**src/rtl/add_sub_pkg.sv**
```systemverilog
// Shared definitions for the bit-serial add/subtract unit.
package add_sub_pkg;

    localparam int WIDTH = 4;
    localparam int IDX_W = $clog2(WIDTH);
    localparam logic [IDX_W-1:0] LAST_IDX = IDX_W'(WIDTH - 1);

    localparam logic [1:0] OP_ADD = 2'b00;
    localparam logic [1:0] OP_SUB = 2'b01;

    typedef enum logic [1:0] {
        IDLE = 2'd0,
        CALC = 2'd1,
        DONE = 2'd2
    } state_t;

endpackage : add_sub_pkg

```
**src/rtl/full_adder_1b.sv**
```systemverilog
// Single-bit full adder: the one arithmetic slice shared by every bit position.
module full_adder_1b (
    input  logic a,
    input  logic b,
    input  logic cin,
    output logic s,
    output logic cout
);

    // NOTE: continuous assigns cannot hold state, so no latch can form here.
    assign s    = a ^ b ^ cin;
    assign cout = (a & b) | (cin & (a ^ b));

endmodule : full_adder_1b

```
**src/rtl/serial_add_sub_unit.sv**
```systemverilog
// Bit-serial 4-bit add/subtract unit: accepts a request in IDLE, resolves one
// bit per cycle in CALC (LSB first), and holds the result in DONE until taken.
// Subtraction is done as a + ~b + 1, so cf=1 means "no borrow".
module serial_add_sub_unit
    import add_sub_pkg::*;
(
    input  logic             clk,
    input  logic             rst_n,
    input  logic             in_valid,
    output logic             in_ready,
    input  logic [WIDTH-1:0] a,
    input  logic [WIDTH-1:0] b,
    input  logic [1:0]       op,
    output logic             out_valid,
    input  logic             out_ready,
    output logic [WIDTH-1:0] y,
    output logic             cf,
    output logic             busy
);

    state_t           state;
    logic [WIDTH-1:0] op_a;
    logic [WIDTH-1:0] op_b;
    logic             carry;
    logic [IDX_W-1:0] idx;
    logic             sum_bit;
    logic             carry_next;
    logic             sub_req;

    // Any opcode other than ADD selects subtraction.
    assign sub_req = (op != OP_ADD);

    full_adder_1b u_fa (
        .a    (op_a[idx]),
        .b    (op_b[idx]),
        .cin  (carry),
        .s    (sum_bit),
        .cout (carry_next)
    );

    // Control FSM and datapath; handshake/status outputs are registered with the state.
    always_ff @(posedge clk or negedge rst_n) begin
        if (!rst_n) begin
            state     <= IDLE;
            op_a      <= '0;
            op_b      <= '0;
            carry     <= 1'b0;
            idx       <= '0;
            y         <= '0;
            cf        <= 1'b0;
            out_valid <= 1'b0;
            busy      <= 1'b0;
            in_ready  <= 1'b1;
        end else begin
            // NOTE: non-blocking assignments make every register here sample
            // pre-edge values, so the adder sees this cycle's idx and carry.
            case (state)
                IDLE: begin
                    if (in_valid) begin
                        op_a     <= a;
                        op_b     <= b ^ {WIDTH{sub_req}};
                        carry    <= sub_req;
                        idx      <= '0;
                        state    <= CALC;
                        in_ready <= 1'b0;
                        busy     <= 1'b1;
                    end
                end

                CALC: begin
                    y[idx] <= sum_bit;
                    carry  <= carry_next;
                    // Natural 2-bit wrap returns idx to 0 after the last bit.
                    idx    <= idx + IDX_W'(1);
                    if (idx == LAST_IDX) begin
                        cf        <= carry_next;
                        state     <= DONE;
                        out_valid <= 1'b1;
                    end
                end

                DONE: begin
                    // Result handshake returns to IDLE; acceptance can only
                    // happen on a later edge because in_valid is ignored here.
                    if (out_ready) begin
                        state     <= IDLE;
                        out_valid <= 1'b0;
                        busy      <= 1'b0;
                        in_ready  <= 1'b1;
                    end
                end

                default: begin
                    state     <= IDLE;
                    out_valid <= 1'b0;
                    busy      <= 1'b0;
                    in_ready  <= 1'b1;
                end
            endcase
        end
    end

endmodule : serial_add_sub_unit

```
**config.mk**
```make
export PLATFORM = sky130hd
export DESIGN_NAME = serial_add_sub_unit
export DESIGN_NICKNAME = d
export VERILOG_FILES = /design/src/rtl/add_sub_pkg.sv /design/src/rtl/full_adder_1b.sv /design/src/rtl/serial_add_sub_unit.sv
export SDC_FILE = /design/constraint.sdc
export NUM_CORES = 1
export LEC_CHECK = 0
export CAP_MARGIN = 20
export CORE_MARGIN = 3
export CORE_UTILIZATION = 52
export CTS_CLUSTER_DIAMETER = 60
export CTS_CLUSTER_SIZE = 14
export DETAILED_ROUTE_END_ITERATION = 12
export HOLD_SLACK_MARGIN = 0.02
export PLACE_DENSITY_LB_ADDON = 0.05
export SETUP_SLACK_MARGIN = 0.5
export SLEW_MARGIN = 20
export SYNTH_ARGS = -nofsm -noshare
export SYNTH_HDL_FRONTEND = slang
export SYNTH_HIERARCHICAL = 1
export SYNTH_SLANG_ARGS = --single-unit
```
**constraint.sdc**
```tcl
create_clock -name clk -period 3.9 [get_ports clk]
set_input_delay 1.17 -clock clk [delete_from_list [all_inputs] [get_ports clk]]
set_output_delay 1.17 -clock clk [all_outputs]
set_load 0.02 [all_outputs]
```
### Word-level counts from Yosys, hierarchy flattened

Index checks and enable logic that the tools add are counted.

| operators by class | value |
|---|---|
| $add $sub $neg | 1 |
| $lt $le $gt $ge | 2 |
| equal/unequal tests | 6 |
| mux-type cells | 23 |
| bitwise operators | 8 |
| reduce and logical (&&, ||, !) cells | 10 |

Operators by type and width:

| cell | count |
|---|---|
| 2-to-1 mux 1 bit | 9 |
| case mux 1 bit (3 select lines) | 3 |
| AND reduction 3 bit | 3 |
| 2-to-1 mux 2 bit | 4 |
| inequality test 2 bit, second input constant | 3 |
| case mux 2 bit (3 select lines) | 1 |
| AND reduction 2 bit | 3 |
| binary-select mux 1 bit (select 2 bit) | 2 |
| bitwise mux 4 bit | 1 |
| equality test 2 bit, second input constant | 2 |
| case mux 2 bit (2 select lines) | 1 |
| nonzero test 2 bit | 2 |
| XOR 4 bit | 1 |
| < comparator 2 x 3 -> 1 bit, second input constant | 1 |
| adder 2 x 1 -> 2 bit, second input constant | 1 |
| bitwise AND 1 bit | 2 |
| demux 1 bit (select 2 bit) | 1 |
| equality test 2 x 1 -> 1 bit, second input constant | 1 |
| >= comparator 2 x 1 -> 1 bit, second input constant | 1 |
| logical NOT 2 bit | 1 |
| inverter 1 bit | 2 |
| case mux 1 bit (2 select lines) | 1 |
| XOR 1 bit | 2 |
| logical AND 1 bit | 1 |
| bitwise OR 1 bit | 1 |

| word-level totals | value |
|---|---|
| register bits | 21 |
| input bits | 14 |
| output and inout port bits | 8 |
| word-level logic and storage cells | 60 |

### Longest topological paths before layout

Gate-level depths: netlist (run 1).

| logic depth | value |
|---|---|
| word-level depth | 6 |
| mapped depth | 4 |
| depth with buffers taken out | 4 |

### Hierarchy

The synthesis (run 1) kept the hierarchy.

By module, submodules not included:

| module | instances | cells each | area each (um^2) | seq. area each (um^2) |
|---|---|---|---|---|
| serial_add_sub_unit | 1 | 74 | 984.7 | 526.8 |
| full_adder_1b | 1 | 1 | 20.0 | 0.0 |

### Least setup slack after synthesis (run 1)

Ideal clock, no wire load.

| path | value |
|---|---|
| kind | flip-flop to flip-flop |
| start point | reg idx[0] |
| end point | reg y[0] |
| library setup time | 0.128 ns |
| data arrival time | 1.748 ns |
| required time | 3.772 ns |
| setup slack | 2.024 ns |
| stages on the path, launching flop included | 4 |
| path buffers | 0 |
| clock period less this slack | 1.876 ns |
| path through | dfrtp_1 > mux4_2 > fa_1 > mux2_1 |

| on the way | value |
|---|---|
| cells in the longest elaborated chain, start to end | 5 |
| elaborated cells between the ends (all ways) | 12 |
| classes of those cells | order compare: 2; mux: 7; bitwise: 2; reduce/logical: 1 |

Ends and longest elaborated chain:

| element | line | RTL |
|---|---|---|
| from (decl) | serial_add_sub_unit.sv:25 | `logic [IDX_W-1:0] idx;` |
| from (signal assigned) | serial_add_sub_unit.sv:74 | `idx <= idx + IDX_W'(1);` |
| binary-select mux 1 bit (select 2 bit), on equally long branches | serial_add_sub_unit.sv:34, serial_add_sub_unit.sv:35 |  |
| 2-to-1 mux 1 bit, on equally long branches | serial_add_sub_unit.sv:34, serial_add_sub_unit.sv:35 |  |
| XOR 1 bit * (2 in a row) | full_adder_1b.sv:11 | `assign s = a ^ b ^ cin;` |
| via sum_bit | serial_add_sub_unit.sv:26 | `logic sum_bit;` |
| bitwise mux 4 bit * | serial_add_sub_unit.sv:71 | `y[idx] <= sum_bit;` |
| to (signal, indexed assignment) | serial_add_sub_unit.sv:71 |  |
| to (decl) | serial_add_sub_unit.sv:16 | `output logic [WIDTH-1:0] y,` |

The timed path passes the listed nets; every way through them passes the cells marked *. The select of a mux whose other input is x is not followed.
A chain may end at the register's enable or synchronous reset.

### Final worst setup path (run 1)

| path | value |
|---|---|
| start point | reg in_ready |
| end point | out in_ready |

RTL lines:

| element | line | RTL |
|---|---|---|
| from (decl) | serial_add_sub_unit.sv:10 | `output logic in_ready,` |
| from (signal assigned) | serial_add_sub_unit.sv:53 | `in_ready <= 1'b1;` |
| from (signal assigned) | serial_add_sub_unit.sv:65 | `in_ready <= 1'b0;` |
| from (signal assigned) | serial_add_sub_unit.sv:89 | `in_ready <= 1'b1;` |

No word-level cell between the ends.

==> results.json, run 1 <==
{
  "clock.fmax_mhz": 379,
  "post_cts_resized": 0,
  "multi_input_area_sq_um": 465,
  "grt_max_degree": 22,
  "cap_violations": 0,
  "seqPwrFrac_pct": 40.2,
  "start_util_pct": 56.4,
  "startpoint": "in_ready",
  "finalSetupTns_ps": 0,
  "hp-start": "y[0]",
  "cts.sinks": 21,
  "syn_to_final_growth_pct": 26.3,
  "antenna_left": 0,
  "routabilityCongestion": 0.745,
  "port_buffers": 21,
  "viasPerCell": 5.12,
  "clk_latency_ps": 310,
  "fp-row-count": 15,
  "drive_above_1_share_pct": 23.2,
  "p_clk_share_pct": 10.0,
  "hold_path_class": "reg -> reg",
  "max_stage_delay_ps": 600,
  "final_common_cell": "clkdlybuf4s50_1",
  "wire_per_inst_um": 13.4,
  "tightest_slew_ps": 901,
  "switching_share_pct": 36.5,
  "final-seq-area_sq_um": 527,
  "peakVddDrop_mv": 0.537,
  "cp_top_family": "buffers and inverters",
  "rsz0062_at_grt": "no",
  "syn_avg_cell_area_sq_um": 13.4,
  "cts_tree": "yes",
  "skew_ps": 6.46,
  "timing.final.max_slew_violations": 0,
  "fin_cells": 124,
  "yosysTopAreaCellShare_pct": 49.8,
  "drc": 0,
  "antenna_cells": 0,
  "p_per_area_nw_per_um2": 826,
  "layout_common_cells": "clkdlybuf4s50_1, dfrtp_1, mux2_2, nand2_1",
  "worstPathRequired_ps": 2730,
  "end_kind": "output pin",
  "firstDrtPassIters": 4,
  "status": "finished clean",
  "seq_area_frac_synth_pct": 52.4,
  "hold_buffers": 0,
  "p_int_uw": 665,
  "cts_setup_buffers": 0,
  "fp.dieW_um": 50.0,
  "path_clk_slew_ps": 120,
  "via_count": 635,
  "nets": 119,
  "crit_buf_inv": 1,
  "grt-ovfl-total": 0,
  "syn_nets": 94,
  "cts_buffer_depth": 2,
  "cts_buffers": 3,
  "hpwl_um": 1290,
  "syn-cell-area_sq_um": 1000,
  "critPathLaunchType": "flop",
  "io-pin-count": 22,
  "fin_crit_sh_pct": 67.7,
  "cp_slowest_cell": "clkdlybuf4s50_1",
  "netlist_instances": 75,
  "die_h_um": 50.0,
  "min_period_ps": 2640,
  "ys_top_cells_by_area": "dfrtp_1, mux2_2, ha_1",
  "clock-root-buffer": "clkbuf_4",
  "crit_arrival_ps": 1470,
  "antenna_found_initial": 0,
  "core_region_area_sq_um": 1780,
  "drtIter0Drc": 3,
  "grt_pass1_vias": 714,
  "grt_pass1_wl_um": 3110,
  "crit_path_cell_trace": "clkdlybuf4s50_1",
  "timing.slew.headroom_pct": 39.8,
  "crit_type": "reg -> out",
  "leakage_nw": 0.539,
  "yosysWarningCount": 6,
  "setup_viol_count_final": 0,
  "die-area_sq_um": 2500,
  "crit_fanout": 3,
  "htreeDepth": 1,
  "place_inst": 120,
  "grt_usage_pct": 16.7,
  "combPwrFrac_pct": 49.8,
  "wl_um": 1670,
  "yosysUniqueCellTypes": 25,
  "power.switching_uw": 382,
  "rr_startpoint": "idx[0]",
  "ys_ff_latch": 21,
  "synth_area_leader_cell": "dfrtp_1",
  "fill_cells": 133,
  "hold_viol": 0
}
==> synthesized netlist by cell type <==
cell type	count
nor3_1	1
mux2_1	3
nand2_2	1
nand2_1	8
mux4_2	2
dfrtp_1	20
mux2_4	2
dfstp_2	1
nor2_2	1
a21oi_1	3
a2bb2oi_1	1
and2b_2	1
a22o_1	1
mux2_2	9
xnor2_1	4
nor2_4	1
o21bai_1	1
buf_2	1
o21ai_0	3
inv_1	2
ha_1	4
fa_1	1
nor2b_1	1
nand2b_4	1
nor2_1	2
==> power by group through the flow <==
stage / Combinational, mW / Sequential [mW] / Clock, mW
2_1_floorplan: 0.328 / 0.447 / 0
3_3_place_gp: 0.522 / 0.422 / 0
3_5_place_dp: 0.529 / 0.429 / 0
4_1_cts: 0.531 / 0.424 / 0.109
5_1_grt: 0.582 / 0.442 / 0.119
6_report: 0.522 / 0.421 / 0.105
==> stage by stage <==
stage / hold slack, ps / area [sq um] / worst slack, ps / power (mW) / util (%)
finish: 510 / 1270 / 1260 / 1.05 / 71.2
floorplan: 470 / 1000 / 2020 / 0.775 / -
global placement: 474 / 1240 / 1440 / 0.944 / 69.6
global route: 541 / 1270 / 1200 / 1.14 / 71.2
detailed placement: 489 / 1240 / 1420 / 0.958 / 69.6
CTS: 518 / 1270 / 1250 / 1.06 / 71.2
==> final cells by class <==
| type | count | area share, % |
|---|---|---|
| Clock buffer | 3 | 1.78 |
| Tap cell | 25 | 2.47 |
| Clock inverter | 1 | 0.394 |
| Inverter | 2 | 0.592 |
| Timing Repair Buffer | 21 | 16.6 |
| Multi-Input combinational cell | 51 | 36.7 |
| Sequential cell | 21 | 41.5 |
==> worst paths after layout <==
| check | slack, ps | cells after the start | to |
|---|---|---|---|
| worst max-delay path | 1260 | 1 | in_ready |
| worst min-delay path | 510 | 1 | y[0] |
| worst max register to register | 1880 | 3 | y[1] |
| worst min register to register | 510 | 1 | y[0] |
| max in group asynchronous | 1990 | 1 | carry |
| min in group asynchronous | 1360 | 1 | y[1] |
==> state kept, by name, summed over array words and instances, names as in the netlist <==
name       cells
state          2
carry          1
busy           1
in_ready       1
y              4
cf             1
op_b           4
out_valid      1
idx            2
op_a           4
==> cells by family (layout without fill, tap and decap cells) <==
group,after synthesis,after routing,synth area share [%]
AOI/OAI and AO/OA,9,9,5.48
xor gates and xnor gates,4,4,3.49
adders and majority gates,5,5,6.97
buffers and inverters,3,27,1.25
DFF,21,21,52.4
muxes,16,16,20.9
and+or+nand+nor,17,17,9.47
==> layer usage <==
metal	vias up	global-route usage, %	wire length (um)
li1	309	-	-
met1	307	20.3	712
met2	17	27.5	829
met3	2	4.83	90
met4	0	6.91	33
met5	-	0	0
Power figures use the tool's default switching activity.
==> inputs of run 2 (changes only) <==
--- a/config.mk
+++ b/config.mk
@@ -7,7 +7,7 @@
 export LEC_CHECK = 0
 export CAP_MARGIN = 20
 export CORE_MARGIN = 3
-export CORE_UTILIZATION = 52
+export CORE_UTILIZATION = 44
 export CTS_CLUSTER_DIAMETER = 60
 export CTS_CLUSTER_SIZE = 14
 export DETAILED_ROUTE_END_ITERATION = 12
==> constraint.sdc (replaced) <==
create_clock -name clk -period 2.2 [get_ports clk]
set_input_delay 0.66 -clock clk [delete_from_list [all_inputs] [get_ports clk]]
set_output_delay 0.66 -clock clk [all_outputs]
set_load 0.02 [all_outputs]
==> run 2 against run 1 <==
Effect of this change:
- critical endpoint is now y[2]
- clock skew fell by 5.7 ps
- clock power rose by 78%
- utilization fell by 8.3 points
- worst setup slack got worse by 920 ps
- global-route usage fell by 2.2 points
- non-clock buffer count rose by 2
- sequential cell count did not move
- highest routed layer unchanged
- sequential share of layout area fell by 0.78 points
- design area rose by 2.2%
- cell count rose by 3.2%
==> results.json, run 2 (synthesis results as in run 1) <==
{
  "status": "finished clean",
  "hold_viol": 0,
  "clock.fmax_mhz": 536,
  "largestRegisters": "op_a: 4 flops, op_b: 4 flops, y: 4 flops",
  "io-pin-count": 22,
  "firstDrtPassIters": 4,
  "clock-root-buffer": "clkbuf_4",
  "hold_end": "op_a[0]",
  "cts.sinks": 21,
  "port_buffers": 21,
  "antenna_left": 0,
  "fill_cells": 171,
  "setup_viol_count_final": 0,
  "fin_crit_sh_pct": 84.7,
  "r2r-end": "y[2]",
  "cts_buffers": 3,
  "hold_path_class": "reg -> reg",
  "die_h_um": 53.8,
  "crit_type": "reg -> reg",
  "antenna_found_initial": 0,
  "htreeDepth": 1,
  "core_region_area_sq_um": 2060,
  "end_kind": "flop",
  "drtIter0Drc": 1,
  "rsz0062_at_grt": "yes",
  "grt_pass1_vias": 635,
  "final_common_cell": "dfrtp_1",
  "viasPerCell": 5.02,
  "grt_usage_pct": 14.5,
  "whs_path_depth": 1,
  "syn_to_final_growth_pct": 29.0,
  "min_period_ps": 1860,
  "drive_above_1_share_pct": 32.7,
  "p_per_area_nw_per_um2": 1480,
  "cts_buffer_depth": 2,
  "cts_tree": "yes",
  "timing.slew.headroom_pct": 78.6,
  "finalSetupTns_ps": 0,
  "hold_buffers": 0,
  "antenna_cells": 0,
  "routabilityCongestion": 0.736,
  "fp-row-count": 16,
  "reg2regPathDepth": 3,
  "fin_util_pct": 62.9,
  "grt_pass1_wl_um": 2990,
  "path_clk_slew_ps": 110,
  "setup_slack_ps": 336,
  "die-area_sq_um": 2890,
  "peakVddDrop_mv": 0.727,
  "hpwl_um": 1320,
  "worst_hold_slack_ps": 517,
  "crit_arrival_ps": 2060,
  "rr_startpoint": "idx[0]",
  "grt-ovfl-total": 0,
  "critPathLaunchType": "flop",
  "clk_latency_ps": 300,
  "hp-start": "op_a[0]",
  "crit_fanout": 4,
  "skew_ps": 0.791,
  "drc": 0,
  "via_count": 642,
  "leakage_nw": 0.572,
  "wire_per_inst_um": 13.6,
  "start_util_pct": 48.7,
  "nets": 121,
  "worstPathRequired_ps": 2400,
  "layout_common_cells": "dfrtp_1, clkdlybuf4s50_1, mux2_2, nand2_1",
  "cap_violations": 0,
  "fp.dieW_um": 53.8,
  "grt_max_degree": 22,
  "wl_um": 1740,
  "timing.final.max_slew_violations": 0,
  "tightest_slew_ps": 321,
  "dpl_worst_slack_ps": 211,
  "reg2reg_slack_ps": 340
}
[run 2: cell types whose count changed in the layout (fill, tap and decap cells not counted), sizes merged]
cell,before,now
buf,0,3
clkdlybuf4s15,0,5
clkbuf,3,6
clkdlybuf4s50,21,12
clkinv,1,0
dlymetal6s2s,0,1
[run 2: worst max-delay path by stage]
stage / from / end / slack [ps] / depth (start not counted)
floorplan: idx[0] / y[0] / 350 / 3
finish: idx[0] / y[2] / 340 / 3
CTS: idx[0] / y[2] / 300 / 3
global route: idx[0] / y[2] / 280 / 3
global placement: in_valid / op_a[3] / 220 / 4
detailed placement: in_valid / op_a[0] / 210 / 4
[run 2: report_power, final]
| part | internal, mW | leakage, nW | switching [mW] |
|---|---|---|---|
| combinational | 0.566 | 0.311 | 0.423 |
| sequential | 0.592 | 0.246 | 0.156 |
| clock | 0.0707 | 0.0150 | 0.116 |
| total | 1.23 | 0.572 | 0.695 |
[run 2: layout make-up]
class | count | area (sq um) | area share [%]
repair buffers | 23 | 215 | 16.6
clock buffers | 4 | 26.3 | 2.03
inverters | 2 | 7.51 | 0.579
multi-input cells | 51 | 485 | 37.5
flip-flops and latches | 21 | 528 | 40.7
well taps | 27 | 33.8 | 2.61
[run 2: through the flow]
step / area, sq um / total power [mW] / cells
CTS: 1290 / 1.93 / 128
floorplan: 1010 / 1.38 / 75
finish: 1300 / 1.92 / 128
detailed placement: 1250 / 1.70 / 123
global route: 1300 / 2.09 / 128
global placement: 1250 / 1.68 / 123
[run 2: repair_timing]
item	4_1_cts	5_1_grt
endpoints found under the setup margin	14	21
pin swaps	2	3
setup buffers	1	0
gates resized for setup	15	13
[run 2: critical path: stages (launching register included)]
cell and delay (ps):
dfrtp_2 430, mux4_2 540, fa_2 510, mux2_4 280
[run 2: layer usage]
metal	track usage, %	part of all wire [%]	vias up	wire, um
met5	0	0	-	0
met4	5.11	0.92	0	16
met3	2.49	4.9	2	86
met2	22.0	48	16	832
met1	20.6	46	309	807
li1	-	-	315	-
==> inputs of run 3 (changes only) <==
==> constraint.sdc (replaced) <==
create_clock -name clk -period 1.5 [get_ports clk]
set_input_delay 0.45 -clock clk [delete_from_list [all_inputs] [get_ports clk]]
set_output_delay 0.45 -clock clk [all_outputs]
set_load 0.02 [all_outputs]
==> run 3 against run 2 <==
Effect of this change:
- the flow now finishes with violations (negative setup slack)
- clock power rose by 46%
- clock skew rose by 2.8 ps
- sequential cell count did not move
- die area did not move
- via count rose by 15%
- first-iteration DRC count rose to 5.0 times the previous value
- design area rose by 21%
- hold slack got worse by 49 ps
- sequential share of layout area fell by 6.9 points
- non-clock buffer count rose by 19
- count of clock-buffer cells in the layout did not move
- fmax rose by 0.47%
- critical path type unchanged
- largest cell class is now multi-input combinational cells
- largest power group unchanged
==> results.json, run 3 (synthesis results as in run 1) <==
{
  "status": "finished, violations left",
  "violations": "negative setup slack",
  "peakVddDrop_mv": 1.28,
  "clock-root-buffer": "clkbuf_4",
  "grt_usage_pct": 17.3,
  "antenna_left": 0,
  "drc": 0,
  "grt_pass1_vias": 775,
  "viasPerCell": 5.04,
  "cts_tree": "yes",
  "crit_arrival_ps": 2050,
  "cap_violations": 0,
  "port_buffers": 21,
  "skew_ps": 3.60,
  "nets": 140,
  "leakage_nw": 0.733,
  "wl_um": 2080,
  "hold_path_class": "in -> async",
  "die-area_sq_um": 2890,
  "syn_to_final_growth_pct": 55.5,
  "core_region_area_sq_um": 2060,
  "critPathLaunchType": "flop",
  "final_cell_area_sq_um": 1560,
  "clock.fmax_mhz": 539,
  "cts_buffer_depth": 2,
  "routabilityCongestion": 0.742,
  "grt-ovfl-total": 0,
  "crit_fanout": 4,
  "fill_cells": 146,
  "crit_path_cell_trace": "mux4_2 -> fa_2 -> mux2_4",
  "setup_viol_count_final": 6,
  "final_common_cell": "dfrtp_1",
  "fin_crit_sh_pct": 124,
  "finalPower_mw": 3.57,
  "timing.slew.headroom_pct": 82.3,
  "setup_slack_ps": -356,
  "firstDrtPassIters": 3,
  "htreeDepth": 1,
  "fp.dieW_um": 53.8,
  "die_h_um": 53.8,
  "multi_input_area_sq_um": 559,
  "rr_startpoint": "idx[0]",
  "cp_top_family": "multiplexers",
  "fp-row-count": 16,
  "reg2reg_slack_ps": -360,
  "r2r-end": "y[0]",
  "antenna_cells": 0,
  "p_per_area_nw_per_um2": 2290,
  "final-seq-area_sq_um": 528,
  "cts.sinks": 21,
  "crit_buf_inv": 0,
  "reg2regPathDepth": 3,
  "end_kind": "flop",
  "fin_util_pct": 75.8,
  "wire_per_inst_um": 14.1,
  "clk_latency_ps": 300,
  "hpwl_um": 1420,
  "start_util_pct": 48.7,
  "hold_viol": 0,
  "largestRegisters": "op_a: 4 flops, op_b: 4 flops, y: 4 flops",
  "dpl_worst_slack_ps": -368,
  "path_clk_slew_ps": 120,
  "worstPathRequired_ps": 1700,
  "place_area_sq_um": 1390,
  "grt_max_degree": 22,
  "tightest_slew_ps": 266,
  "rsz0062_at_grt": "yes",
  "antenna_found_initial": 0,
  "via_count": 741,
  "layout_common_cells": "dfrtp_1, buf_4, mux2_4, buf_6, clkdlybuf4s50_1",
  "grt_pass1_wl_um": 3560,
  "max_stage_delay_ps": 520,
  "timing.final.max_slew_violations": 0,
  "cts_buffers": 3,
  "drive_above_1_share_pct": 53.3,
  "cp_slowest_cell": "mux4_2",
  "io-pin-count": 22,
  "min_period_ps": 1860,
  "drtIter0Drc": 5,
  "crit_type": "reg -> reg"
}
## run 3: worst max path at each step
stage	startpoint	to	slack, ps	cells past startpoint
detailed placement	idx[0]	y[0]	-370	3
CTS	idx[0]	y[0]	-360	3
global route	idx[0]	y[0]	-410	3
floorplan	idx[0]	y[0]	-320	3
global placement	idx[0]	y[0]	-320	3
finish	idx[0]	y[0]	-360	3
## run 3: timing repair
action / in CTS / in global routing
pin swaps: 5 / 3
setup endpoints to repair: 29 / 28
resized for setup: 69 / 3
hold buffers: 0 / 0
buffers inserted: 5 / 3
gates cloned: 0 / 0
## run 3: stage by stage
stage	TNS (ps)	std cells	hold WS [ps]
6_report	-1800	147	468
5_1_grt	-2170	147	488
3_3_place_gp	-3690	135	475
2_1_floorplan	-1610	75	154
3_5_place_dp	-3880	135	481
4_1_cts	-1790	144	472
## run 3: power by group
| group | leakage, nW | internal [mW] | total (mW) | switching [mW] |
|---|---|---|---|---|
| clock network | 0.0150 | 0.104 | 0.273 | 0.170 |
| registers | 0.246 | 0.869 | 1.07 | 0.199 |
| logic | 0.472 | 1.35 | 2.23 | 0.884 |
| total | 0.733 | 2.32 | 3.57 | 1.25 |
## run 3: per-layer routing
metal | up-vias | track usage [%] | routed length, um
met5 | - | 0 | 0
met1 | 368 | 22.3 | 921
met2 | 18 | 27.6 | 1010
li1 | 350 | - | -
met4 | 0 | 8.94 | 40
met3 | 5 | 3.05 | 104
## run 3: final cells by class
cell class                 count  share of cell area [%]
multi-input combinational     51                    35.8
sequential                    21                    33.8
timing repair buffer          42                    25.9
tap                           27                    2.16
clock buffer                   4                    1.68
inverter                       2                   0.641
